[config.mk]
export PLATFORM = sky130hd
export DESIGN_NAME = seq_sum_accumulator_flat
export DESIGN_NICKNAME = d
export VERILOG_FILES = /design/src/rtl/seq_sum_accumulator_pkg.sv /design/src/rtl/seq_sum_accumulator_if.sv /design/src/rtl/seq_sum_accumulator_add_carry.sv /design/src/rtl/seq_sum_accumulator.sv /design/src/flat_wrapper.sv
export SDC_FILE = /design/constraint.sdc
export NUM_CORES = 1
export LEC_CHECK = 0
export ABC_CLOCK_PERIOD_IN_PS = 1900
export BUFFER_PORTS_ARGS = -buffer_cell sky130_fd_sc_hd__buf_2
export CORE_MARGIN = 1
export CORE_UTILIZATION = 50
export DETAILED_ROUTE_END_ITERATION = 16
export MAX_ROUTING_LAYER = met4
export PLACE_DENSITY = 0.75
export SLEW_MARGIN = 20
export SYNTH_ARGS = -nofsm -noshare
export SYNTH_HDL_FRONTEND = slang
export SYNTH_SLANG_ARGS = --single-unit
export TNS_END_PERCENT = 1
[constraint.sdc]
create_clock -name clk -period 1.9 [get_ports clk]
set_input_delay 0.475 -clock clk [delete_from_list [all_inputs] [get_ports clk]]
set_output_delay 0.475 -clock clk [all_outputs]
set_load 0.05 [all_outputs]
[src/rtl/seq_sum_accumulator_pkg.sv]
// Shared types and helpers for the batch accumulator that sits behind the adder.
package seq_acc_pkg;

  typedef enum logic {
    ACCUM = 1'b0,
    HOLD  = 1'b1
  } acc_state_t;

  // Sample counter width; a single-sample batch still gets a 1-bit counter.
  function automatic int cnt_w(input int count);
    int w;
    w = $clog2(count);
    return (w < 1) ? 1 : w;
  endfunction

endpackage

[src/rtl/seq_sum_accumulator_if.sv]
// Input-sample and batch-result handshakes between the adder, the accumulator and its consumer.
interface seq_sum_accumulator_if #(
  parameter int WIDTH = 8,
  parameter int ACC_W = 10
);
  logic             in_valid;
  logic             in_ready;
  logic [WIDTH-1:0] in_data;
  logic             out_valid;
  logic             out_ready;
  logic [ACC_W-1:0] out_sum;
  logic             out_ovf;

  modport master (
    output in_valid, in_data, out_ready,
    input  in_ready, out_valid, out_sum, out_ovf
  );

  modport slave (
    input  in_valid, in_data, out_ready,
    output in_ready, out_valid, out_sum, out_ovf
  );
endinterface

[src/rtl/seq_sum_accumulator_add_carry.sv]
// Accumulator adder: ACC_W-bit running sum plus a zero-extended operand, with carry-out.
module acc_add_carry #(
  parameter int WIDTH = 8,
  parameter int ACC_W = 10
) (
  input  logic [ACC_W-1:0] i_acc,
  input  logic [WIDTH-1:0] i_opd,
  output logic [ACC_W-1:0] o_sum,
  output logic             o_carry
);

  logic [ACC_W:0] w_full;

  assign w_full  = {1'b0, i_acc} + (ACC_W+1)'(i_opd);
  assign o_sum   = w_full[ACC_W-1:0];
  assign o_carry = w_full[ACC_W];

endmodule

[src/rtl/seq_sum_accumulator.sv]
// Sums COUNT accepted samples into one batch total with a sticky overflow flag.
// State | meaning: ACCUM | taking samples ; HOLD | result valid, waiting for consumer
module seq_sum_accumulator
  import seq_acc_pkg::*;
#(
  parameter int WIDTH = 8,
  parameter int COUNT = 4,
  parameter int ACC_W = 10
) (
  input  logic                   clk,
  input  logic                   rst,
  seq_sum_accumulator_if.slave   bus
);

  localparam int              CNT_W    = cnt_w(COUNT);
  localparam logic [CNT_W-1:0] CNT_LAST = CNT_W'(COUNT - 1);

  acc_state_t       r_state;
  logic [ACC_W-1:0] r_acc;
  logic [CNT_W-1:0] r_cnt;
  logic             r_ovf_sticky;
  logic             r_out_valid;
  logic [ACC_W-1:0] r_out_sum;
  logic             r_out_ovf;

  logic             w_in_ready;
  logic             w_accept;
  logic [ACC_W-1:0] w_sum;
  logic             w_carry;

  assign w_in_ready = (r_state == ACCUM);
  assign w_accept   = bus.in_valid && w_in_ready;

  acc_add_carry #(
    .WIDTH (WIDTH),
    .ACC_W (ACC_W)
  ) u_add (
    .i_acc   (r_acc),
    .i_opd   (bus.in_data),
    .o_sum   (w_sum),
    .o_carry (w_carry)
  );

  always_ff @(posedge clk) begin
    if (rst) begin
      r_state      <= ACCUM;
      r_acc        <= '0;
      r_cnt        <= '0;
      r_ovf_sticky <= 1'b0;
      r_out_valid  <= 1'b0;
      r_out_sum    <= '0;
      r_out_ovf    <= 1'b0;
    end else begin
      case (r_state)
        ACCUM: begin
          if (w_accept) begin
            if (r_cnt == CNT_LAST) begin
              r_out_sum    <= w_sum;
              r_out_ovf    <= r_ovf_sticky | w_carry;
              r_out_valid  <= 1'b1;
              r_acc        <= '0;
              r_cnt        <= '0;
              r_ovf_sticky <= 1'b0;
              r_state      <= HOLD;
            end else begin
              r_acc        <= w_sum;
              r_ovf_sticky <= r_ovf_sticky | w_carry;
              r_cnt        <= r_cnt + 1'b1;
            end
          end
        end
        HOLD: begin
          // No bypass: the slot freed here is only usable from the next cycle.
          if (r_out_valid && bus.out_ready) begin
            r_out_valid <= 1'b0;
            r_state     <= ACCUM;
          end
        end
      endcase
    end
  end

  assign bus.in_ready  = w_in_ready;
  assign bus.out_valid = r_out_valid;
  assign bus.out_sum   = r_out_sum;
  assign bus.out_ovf   = r_out_ovf;

endmodule
[src/flat_wrapper.sv]
// flat-port wrapper written by rule: the top's interface ports become plain ports
module seq_sum_accumulator_flat import seq_acc_pkg::*;
#(
  parameter int WIDTH = 8,
  parameter int COUNT = 4,
  parameter int ACC_W = 10
)
  (clk, rst, bus_in_valid, bus_in_data, bus_out_ready, bus_in_ready, bus_out_valid, bus_out_sum, bus_out_ovf);
  seq_sum_accumulator_if #(.WIDTH(WIDTH), .ACC_W(ACC_W)) bus_i ();
  input  logic clk;
  input  logic rst;
  input wire logic [$bits(bus_i.in_valid)-1:0] bus_in_valid;
  input wire logic [$bits(bus_i.in_data)-1:0] bus_in_data;
  input wire logic [$bits(bus_i.out_ready)-1:0] bus_out_ready;
  output wire logic [$bits(bus_i.in_ready)-1:0] bus_in_ready;
  output wire logic [$bits(bus_i.out_valid)-1:0] bus_out_valid;
  output wire logic [$bits(bus_i.out_sum)-1:0] bus_out_sum;
  output wire logic [$bits(bus_i.out_ovf)-1:0] bus_out_ovf;
  assign bus_i.in_valid = bus_in_valid;
  assign bus_i.in_data = bus_in_data;
  assign bus_i.out_ready = bus_out_ready;
  assign bus_in_ready = bus_i.in_ready;
  assign bus_out_valid = bus_i.out_valid;
  assign bus_out_sum = bus_i.out_sum;
  assign bus_out_ovf = bus_i.out_ovf;
  seq_sum_accumulator #(.WIDTH(WIDTH), .COUNT(COUNT), .ACC_W(ACC_W)) u_core (.clk(clk), .rst(rst), .bus(bus_i));
endmodule
==> flow_metrics.tcl, run 1 <==
set metrics [dict create \
    ant_nets 0 \
    core_mm2 0.00281 \
    start_kind "register" \
    flops_latches_synth 26 \
    htreeDepth 1 \
    cts_root_buf "sky130_fd_sc_hd__clkbuf_4" \
    layout.cells.most_common_list "sky130_fd_sc_hd__dfxtp_1 (25), sky130_fd_sc_hd__buf_2 (24), sky130_fd_sc_hd__buf_4 (22), sky130_fd_sc_hd__nor2_1 (16)" \
    rows 19 \
    ctsHoldBuffers 0 \
    post-layout-total-power_mw 1.48 \
    area_growth_pct 25.2 \
    synth_flop_cell "sky130_fd_sc_hd__dfxtp_1" \
    overall_global_routing_usage_pct 25.0 \
    worst_ir_drop_vdd_v 0.000543 \
    ys.warnings.count 0 \
    grt_first_pass_wirelength_um 6150 \
    p_int_mw 1.02 \
    clock_sink_count 26 \
    drtIter0Drc 83 \
    post-place-ws_ns -0.231 \
    io_buffers 24 \
    period_minus_slack_ns 1.81 \
    timing.max_slew.rel_slack_pct 70.2 \
    grt_antenna_before_repair 0 \
    dp_hpwl_um 2840 \
    grt_max_degree 16 \
    antenna_cells_inserted 0 \
    fp.dieH_um 56.9 \
    fmax_mhz 551 \
    worstReg2RegStart "u_core.r_acc[4]" \
    setup-violations-final 0 \
    avgSynthCellArea_um2 8.32 \
    synth_cell_types 48 \
    p_clk_share_pct 26.3 \
    hp-start "bus_out_ready" \
    drc_errors 2 \
    synth-edff-count 0 \
    detail_route.vias_per_cell 5.98 \
    finalNetCount 245 \
    grt_setup_unrepaired "no" \
    first_drt_pass_iteration_count 10 \
    final_core_util_pct 67.2 \
    power_frac_seq_pct 42.1 \
    asyncSetResetFlopFracSynth_pct 0 \
    post_route_cells_drive_above_1_share_pct 31.1 \
    dp_cells 249 \
    gpl.final_weighted_congestion 0.932 \
    worst_ep_arrival_time_ns 2.07 \
    power.density_mw_per_mm2 787 \
    detailroute.via_count 1514 \
    static-leakage-power_nw 0.819 \
    timing.hold.worst.class "input pin to register" \
    combinationalPowerShare_pct 31.6 \
    cap_violations 0 \
    clk-insertion-delay-late_ns 0.33 \
    clock_pin_slew_of_the_registers_on_the_worst_case_setup_and_hold_paths_ns 0.15 \
    synth_sequential_area_ratio_pct 34.6 \
    wl_um 3720 \
    startpoint "u_core.r_acc[4]" \
    classification_of_the_worst_setup_path "register to register" \
    violations "design-rule violations" \
    timing.final.hold_violations 0 \
    number_of_ports_placed_on_the_die_boundary 25 \
    run_status "complete, but fails checks" \
    crit_required_ns 2.16 \
    fp.dieArea_mm2 0.00323 \
    post_drt_wl_per_cell_um 14.7 \
    synthesis.area_mm2 0.00151 \
    finalNonFillerCells 253 \
    slew_viol_final 0 \
    post-cts-setup-buffers 0 \
    syn_nets 203 \
    mostFrequentLayoutCell "sky130_fd_sc_hd__dfxtp_1" \
    tightest_slew_ns 0.443 \
    setup_slack_of_the_critical_path_after_layout_ns 0.0864 \
    layout_worst_path_cycle_share_pct 95.5 \
    swShare_pct 31.0 \
    crit_fanout 5 \
    gr-total-overflow 0 \
    critical_path.endpoint_type "register" \
    switching_power_mw 0.459 \
    cts_buffers 3 \
    clock_tree.buffer_depth 2 \
    synthesis.instances 181 \
    tritoncts "built" \
    die_width_um 56.9 \
    first_global_vias 1403 \
    worst_clock_skew_ns 0.00787 \
    initial_utilization_pct 53.7 \
]
==> cell usage after synthesis (4+ instances only) <==
cell                       instances  area share, %
sky130_fd_sc_hd__a21oi_1          14            4.7
sky130_fd_sc_hd__clkbuf_1          8            2.0
sky130_fd_sc_hd__dfxtp_1          26             35
sky130_fd_sc_hd__ha_1              9            7.5
sky130_fd_sc_hd__inv_1             7            1.7
sky130_fd_sc_hd__nand2_1          14            3.5
sky130_fd_sc_hd__nand3_1          11            3.7
sky130_fd_sc_hd__nor2_1           16            4.0
sky130_fd_sc_hd__nor3_1            7            2.3
sky130_fd_sc_hd__o211ai_1          7            3.5
sky130_fd_sc_hd__o21ai_0           5            1.7
sky130_fd_sc_hd__o31ai_1           4            2.0
sky130_fd_sc_hd__or2_2             5            2.1
==> layout make-up <==
type                       instances  area [um2]
clock buffer                       3        22.5
clock inverter                     1        30.0
fill                             237         921
inverter                           7        26.3
multi-input combinational        139         960
sequential                        26         522
tap                               31        38.8
timing repair buffer              46         285
==> per-stage QoR <==
step	area [um2]	TNS, ns	hold WS (ns)
after floorplan	1510	0	0.436
after global placement	1800	-1.08	0.440
after detailed placement	1800	-1.65	0.447
after CTS	1850	0	0.441
after global routing	1880	0	0.458
final	1880	0	0.457
==> power groups by stage <==
stage	registers [mW]	logic, mW	clock network (mW)
3_3_place_gp	0.630	0.427	0
2_1_floorplan	0.633	0.293	0
5_1_grt	0.628	0.511	0.421
6_report	0.625	0.468	0.390
4_1_cts	0.621	0.442	0.399
3_5_place_dp	0.633	0.438	0
==> critical path, cell delays in order (launching register included) <==
cell	delay [ns]
sky130_fd_sc_hd__dfxtp_1	0.35
sky130_fd_sc_hd__ha_2	0.38
sky130_fd_sc_hd__o211a_4	0.20
sky130_fd_sc_hd__a211oi_4	0.07
sky130_fd_sc_hd__or4_1	0.50
sky130_fd_sc_hd__a311oi_1	0.25
==> worst paths after layout <==
path,cells after the start,to,slack [ns]
setup / recovery,5,u_core.bus.out_sum[9],0.09
hold / removal,4,u_core.r_state,0.46
setup reg to reg,5,u_core.bus.out_sum[9],0.09
hold reg to reg,2,u_core.bus.out_sum[2],0.46
==> state kept, by name (all words and copies together) (netlist names) <==
signal                cells
u_core.r_ovf_sticky       1
u_core.bus.out_sum       10
u_core.r_acc             10
u_core.bus.out_ovf        1
u_core.bus.out_valid      1
u_core.r_cnt              2
u_core.r_state            1
==> layer usage <==
layer  wire length (um)  vias to the layer above  GRT usage, %
met3                261                        4          5.30
met2               1800                       64          40.8
li1                   -                      752             -
met1               1620                      694          31.6
met4                 40                        0          6.27
met5                  0                        -             -
==> what timing repair did <==
| action | 4_1_cts | 5_1_grt |
|---|---|---|
| gates resized for setup | 1 | 7 |
| pin swaps | 0 | 1 |
| endpoints found under the setup margin | 1 | 9 |
==> cell families after synthesis <==
kind of cell	synth area share, %
AO/OA/AOI/OAI	27.3
XOR/XNOR	1.16
adder cells (fa/ha/maj)	8.81
buffers and inverters	4.07
flip-flops	34.6
multiplexers	0.665
AND/OR/NAND/NOR	23.4
Note: power is estimated with default switching activity, not from simulation.
==> run 2: changes to the inputs <==
--- a/config.mk
+++ b/config.mk
@@ -5,13 +5,13 @@
 export SDC_FILE = /design/constraint.sdc
 export NUM_CORES = 1
 export LEC_CHECK = 0
-export ABC_CLOCK_PERIOD_IN_PS = 1900
+export ABC_CLOCK_PERIOD_IN_PS = 2200
 export BUFFER_PORTS_ARGS = -buffer_cell sky130_fd_sc_hd__buf_2
 export CORE_MARGIN = 1
-export CORE_UTILIZATION = 50
+export CORE_UTILIZATION = 59
 export DETAILED_ROUTE_END_ITERATION = 16
 export MAX_ROUTING_LAYER = met4
-export PLACE_DENSITY = 0.75
+export PLACE_DENSITY = 0.83
 export SLEW_MARGIN = 20
 export SYNTH_ARGS = -nofsm -noshare
 export SYNTH_HDL_FRONTEND = slang
==> constraint.sdc (replaced) <==
create_clock -name clk -period 2.2 [get_ports clk]
set_input_delay 0.55 -clock clk [delete_from_list [all_inputs] [get_ports clk]]
set_output_delay 0.55 -clock clk [all_outputs]
set_load 0.05 [all_outputs]
==> flow_metrics.tcl, run 2 (synthesis results as in run 1) <==
set metrics [dict create \
    run_status "complete, no violations" \
    crit_fanout 3 \
    critical_path.endpoint_type "register" \
    area.sequential_um2 520 \
    post_drt_wl_per_cell_um 15.3 \
    dp_hpwl_um 2690 \
    post-place-ws_ns -0.00484 \
    crit_path_cell_trace "ha_1 -> inv_1 -> fa_1 -> nor2b_1 -> o21ai_0 -> a21o_1 -> o41ai_1" \
    gpl.final_weighted_congestion 0.922 \
    fp.dieArea_mm2 0.00276 \
    slowest_delay_ns 0.39 \
    worst_ir_drop_vdd_v 0.000654 \
    period_minus_slack_ns 1.94 \
    drc_errors 0 \
    final_core_util_pct 76.6 \
    layout.cells.most_common_list "sky130_fd_sc_hd__dfxtp_1 (26), sky130_fd_sc_hd__buf_2 (24), sky130_fd_sc_hd__nor2_1 (16), sky130_fd_sc_hd__nand2_1 (14), sky130_fd_sc_hd__a21oi_1 (14)" \
    core_mm2 0.00230 \
    slew_viol_final 0 \
    initial_utilization_pct 65.5 \
    post_route_cells_drive_above_1_share_pct 24.6 \
    finalNonFillerCells 239 \
    wl_um 3660 \
    setup-violations-final 0 \
    postCtsResizedCells 0 \
    clock_pin_slew_of_the_registers_on_the_worst_case_setup_and_hold_paths_ns 0.15 \
    timing.max_slew.rel_slack_pct 68.3 \
    layout_worst_path_cycle_share_pct 88.1 \
    gr-total-overflow 0 \
    first_global_vias 1475 \
    post-cts-setup-buffers 0 \
    fmax_mhz 516 \
    die_width_um 52.5 \
    clk-insertion-delay-late_ns 0.33 \
    number_of_ports_placed_on_the_die_boundary 25 \
    multi_input_comb_area_um2 923 \
    cts_buffers 3 \
    fp.dieH_um 52.5 \
    worst_clock_skew_ns 0.00475 \
    static-leakage-power_nw 0.760 \
    cts_root_buf "sky130_fd_sc_hd__clkbuf_4" \
    power.density_mw_per_mm2 701 \
    ant_nets 0 \
    cap_violations 0 \
    setup_slack_of_the_critical_path_after_layout_ns 0.263 \
    tritoncts "built" \
    antenna_cells_inserted 0 \
    ctsHoldBuffers 0 \
    clock_sink_count 26 \
    finalNetCount 234 \
    grt_first_pass_wirelength_um 6120 \
    timing.hold.worst.class "register to register" \
    htreeDepth 1 \
    area_growth_pct 17.0 \
    post-layout-total-power_mw 1.23 \
    grt_max_degree 18 \
    grt_setup_unrepaired "no" \
    worst_ep_arrival_time_ns 2.17 \
    cpMaxStageDelayCell "sky130_fd_sc_hd__fa_1" \
    crit_required_ns 2.44 \
    rows 17 \
    clock_tree.buffer_depth 2 \
    start_kind "register" \
    tightest_slew_ns 0.476 \
    classification_of_the_worst_setup_path "register to register" \
    grt_antenna_before_repair 0 \
    first_drt_pass_iteration_count 4 \
    fill_cells 165 \
    detail_route.vias_per_cell 6.39 \
    drtIter0Drc 56 \
    io_buffers 24 \
    hold_ws_ns 0.465 \
    dp_cells 235 \
    mostFrequentLayoutCell "sky130_fd_sc_hd__dfxtp_1" \
    r2r_setup_slack_ns 0.26 \
    overall_global_routing_usage_pct 31.1 \
    timing.final.hold_violations 0 \
    detailroute.via_count 1528 \
]
-- run 2: cell count changes in the layout (fill, tap and decap cells not counted), sizes merged --
cell  before  now
buf       46   35
-- run 2: final timing paths --
check                             start                     to  depth (start not counted)
setup / recovery        u_core.r_acc[0]  u_core.bus.out_sum[6]                          7
hold / removal    u_core.bus.out_sum[4]  u_core.bus.out_sum[4]                          2
setup reg to reg        u_core.r_acc[0]  u_core.bus.out_sum[6]                          7
hold reg to reg   u_core.bus.out_sum[4]  u_core.bus.out_sum[4]                          2
-- run 2: area by class of cell --
cell class	instances	area share (%)
Multi-Input combinational cell	139	52.5
Timing Repair Buffer	35	11.5
Tap cell	28	1.99
Clock inverter	1	1.71
Clock buffer	3	1.28
Inverter	7	1.49
Sequential cell	26	29.6
-- run 2: layer usage --
metal	track usage (%)	vias up	part of all wire [%]
met5	-	-	0
met4	14.5	0	2.4
met3	3.77	11	5.9
met2	52.3	60	49
met1	36.6	718	43
li1	-	739	-
-- run 2: power by group --
group | internal (mW) | total, mW | switching, mW
clock network | 0.184 | 0.336 | 0.151
logic | 0.158 | 0.363 | 0.204
registers | 0.506 | 0.536 | 0.0301
total | 0.849 | 1.23 | 0.386
-- run 2: critical path: cells and delay by family, from the launching register on --
family | cells | cell delay [ns]
buf+inv | 1 | 0.05
simple gates | 1 | 0.20
compound gates | 3 | 0.67
flops | 1 | 0.36
fa+ha+maj | 2 | 0.55
-- run 2: per-stage QoR --
| step | setup TNS [ns] | area, um2 |
|---|---|---|
| detailed placement | -0.00484 | 1710 |
| CTS | 0 | 1760 |
| global placement | 0 | 1710 |
| global route | 0 | 1760 |
| finish | 0 | 1760 |
| floorplan | 0 | 1510 |
==> run 3: changes to the inputs <==
--- a/config.mk
+++ b/config.mk
@@ -8,10 +8,10 @@
 export ABC_CLOCK_PERIOD_IN_PS = 2200
 export BUFFER_PORTS_ARGS = -buffer_cell sky130_fd_sc_hd__buf_2
 export CORE_MARGIN = 1
-export CORE_UTILIZATION = 59
+export CORE_UTILIZATION = 54
 export DETAILED_ROUTE_END_ITERATION = 16
 export MAX_ROUTING_LAYER = met4
-export PLACE_DENSITY = 0.83
+export PLACE_DENSITY = 0.77
 export SLEW_MARGIN = 20
 export SYNTH_ARGS = -nofsm -noshare
 export SYNTH_HDL_FRONTEND = slang
==> flow_metrics.tcl, run 3 (synthesis results as in run 1) <==
set metrics [dict create \
    htreeDepth 1 \
    clock_pin_slew_of_the_registers_on_the_worst_case_setup_and_hold_paths_ns 0.14 \
    postCtsResizedCells 0 \
    number_of_ports_placed_on_the_die_boundary 25 \
    swShare_pct 33.6 \
    setup-tns-final_ns 0 \
    mostFrequentLayoutCell "sky130_fd_sc_hd__dfxtp_1" \
    drc_errors 0 \
    worst_clock_skew_ns 0.0119 \
    overall_global_routing_usage_pct 27.0 \
    dp_hpwl_um 2740 \
    grt_setup_unrepaired "no" \
    area_growth_pct 15.1 \
    critical_path.endpoint_type "register" \
    clock_tree.buffer_depth 2 \
    fmax_mhz 493 \
    layout.cells.most_common_list "sky130_fd_sc_hd__dfxtp_1 (26), sky130_fd_sc_hd__buf_2 (24), sky130_fd_sc_hd__nor2_1 (16), sky130_fd_sc_hd__nand2_1 (14), sky130_fd_sc_hd__a21oi_1 (14)" \
    static-leakage-power_nw 0.746 \
    grt_first_pass_wirelength_um 5690 \
    worst_ep_arrival_time_ns 2.26 \
    timing.max_slew.rel_slack_pct 72.2 \
    antenna_cells_inserted 0 \
    slowest_delay_ns 0.40 \
    tritoncts "built" \
    initial_utilization_pct 59.1 \
    cap_violations 0 \
    crit_fanout 4 \
    cts_buffers 3 \
    clock_sink_count 26 \
    ant_nets 0 \
    area.sequential_um2 520 \
    run_status "complete, no violations" \
    first_global_vias 1303 \
    post_route_cells_drive_above_1_share_pct 24.3 \
    gpl.final_weighted_congestion 0.991 \
    period_minus_slack_ns 2.03 \
    start_kind "register" \
    grt_antenna_before_repair 0 \
    post-cts-setup-buffers 0 \
    combinationalPowerShare_pct 32.9 \
    worst_ir_drop_vdd_v 0.000473 \
    detail_route.vias_per_cell 6.20 \
    clk-insertion-delay-late_ns 0.33 \
    first_drt_pass_iteration_count 4 \
    gr-total-overflow 0 \
    crit_required_ns 2.43 \
    fill_cells 231 \
    fin_area_mm2 0.00173 \
    cpMaxStageDelayCell "sky130_fd_sc_hd__fa_1" \
    power_frac_seq_pct 48.6 \
    post_drt_wl_per_cell_um 15.3 \
    core_mm2 0.00254 \
    grt_max_degree 18 \
    detailroute.via_count 1488 \
    layout_worst_path_cycle_share_pct 92.3 \
    die_width_um 54.8 \
    post-layout-total-power_mw 1.10 \
    hold_ws_ns 0.460 \
    crit_path_cell_trace "ha_1 -> inv_1 -> fa_1 -> nor2b_1 -> o21ai_0 -> a21o_1 -> o41ai_1" \
    drtIter0Drc 49 \
    rows 18 \
    ctsHoldBuffers 0 \
    wl_um 3670 \
    setup-violations-final 0 \
    classification_of_the_worst_setup_path "register to register" \
    io_buffers 24 \
    tightest_slew_ns 0.417 \
    timing.hold.worst.class "register to register" \
    p_clk_share_pct 18.5 \
    fp.dieArea_mm2 0.00300 \
    slew_viol_final 0 \
    timing.final.hold_violations 0 \
    p_int_mw 0.730 \
    power.density_mw_per_mm2 635 \
    fp.dieH_um 54.8 \
    switching_power_mw 0.370 \
    multi_input_comb_area_um2 923 \
    dpl-instance-area_mm2 0.00171 \
    finalNetCount 234 \
    cts_root_buf "sky130_fd_sc_hd__clkbuf_4" \
]
run 3: critical path: cells and delay by family, from the launching register on:
family / cells / cell delay, ns
AOI/OAI and AO/OA: 3 / 0.66
DFF: 1 / 0.38
adders and majority gates: 2 / 0.57
buffers and inverters: 1 / 0.06
and+or+nand+nor: 1 / 0.25
run 3: power groups by stage:
stage               Sequential, mW  Clock (mW)  Combinational, mW
CTS                          0.534       0.210              0.356
global route                 0.539       0.218              0.394
floorplan                    0.547           0              0.252
global placement             0.543           0              0.339
finish                       0.535       0.204              0.362
detailed placement           0.545           0              0.353
run 3: final cells by class:
cell class	instances	area share, %
multi-input cells	139	53.3
flip-flops and latches	26	30.0
repair buffers	35	11.7
well taps	30	2.17
inverters	7	1.52
clock buffers	3	1.30
run 3: through the flow:
| stage | util, % | cells | worst slack [ns] |
|---|---|---|---|
| 2_1_floorplan | - | 181 | 0.200 |
| 3_3_place_gp | 67.2 | 237 | 0.0237 |
| 3_5_place_dp | 67.2 | 237 | -0.0492 |
| 4_1_cts | 68.1 | 240 | 0.210 |
| 5_1_grt | 68.1 | 240 | 0.0643 |
| 6_report | 68.1 | 240 | 0.170 |
run 3: per-layer routing:
metal | share of wire (%) | vias to the layer above | track usage, %
met4 | 0.79 | 0 | 6.41
met3 | 4.7 | 4 | 2.50
met5 | 0 | - | -
met1 | 45 | 711 | 33.9
li1 | - | 729 | -
met2 | 49 | 44 | 46.2
run 3: final timing paths:
kind / from / endpoint / slack [ns] / cells after the start
min reg2reg: u_core.bus.out_sum[3] / u_core.bus.out_sum[3] / 0.46 / 2
min: u_core.bus.out_sum[3] / u_core.bus.out_sum[3] / 0.46 / 2
max: u_core.r_acc[0] / u_core.bus.out_sum[6] / 0.17 / 7
max reg2reg: u_core.r_acc[0] / u_core.bus.out_sum[6] / 0.17 / 7
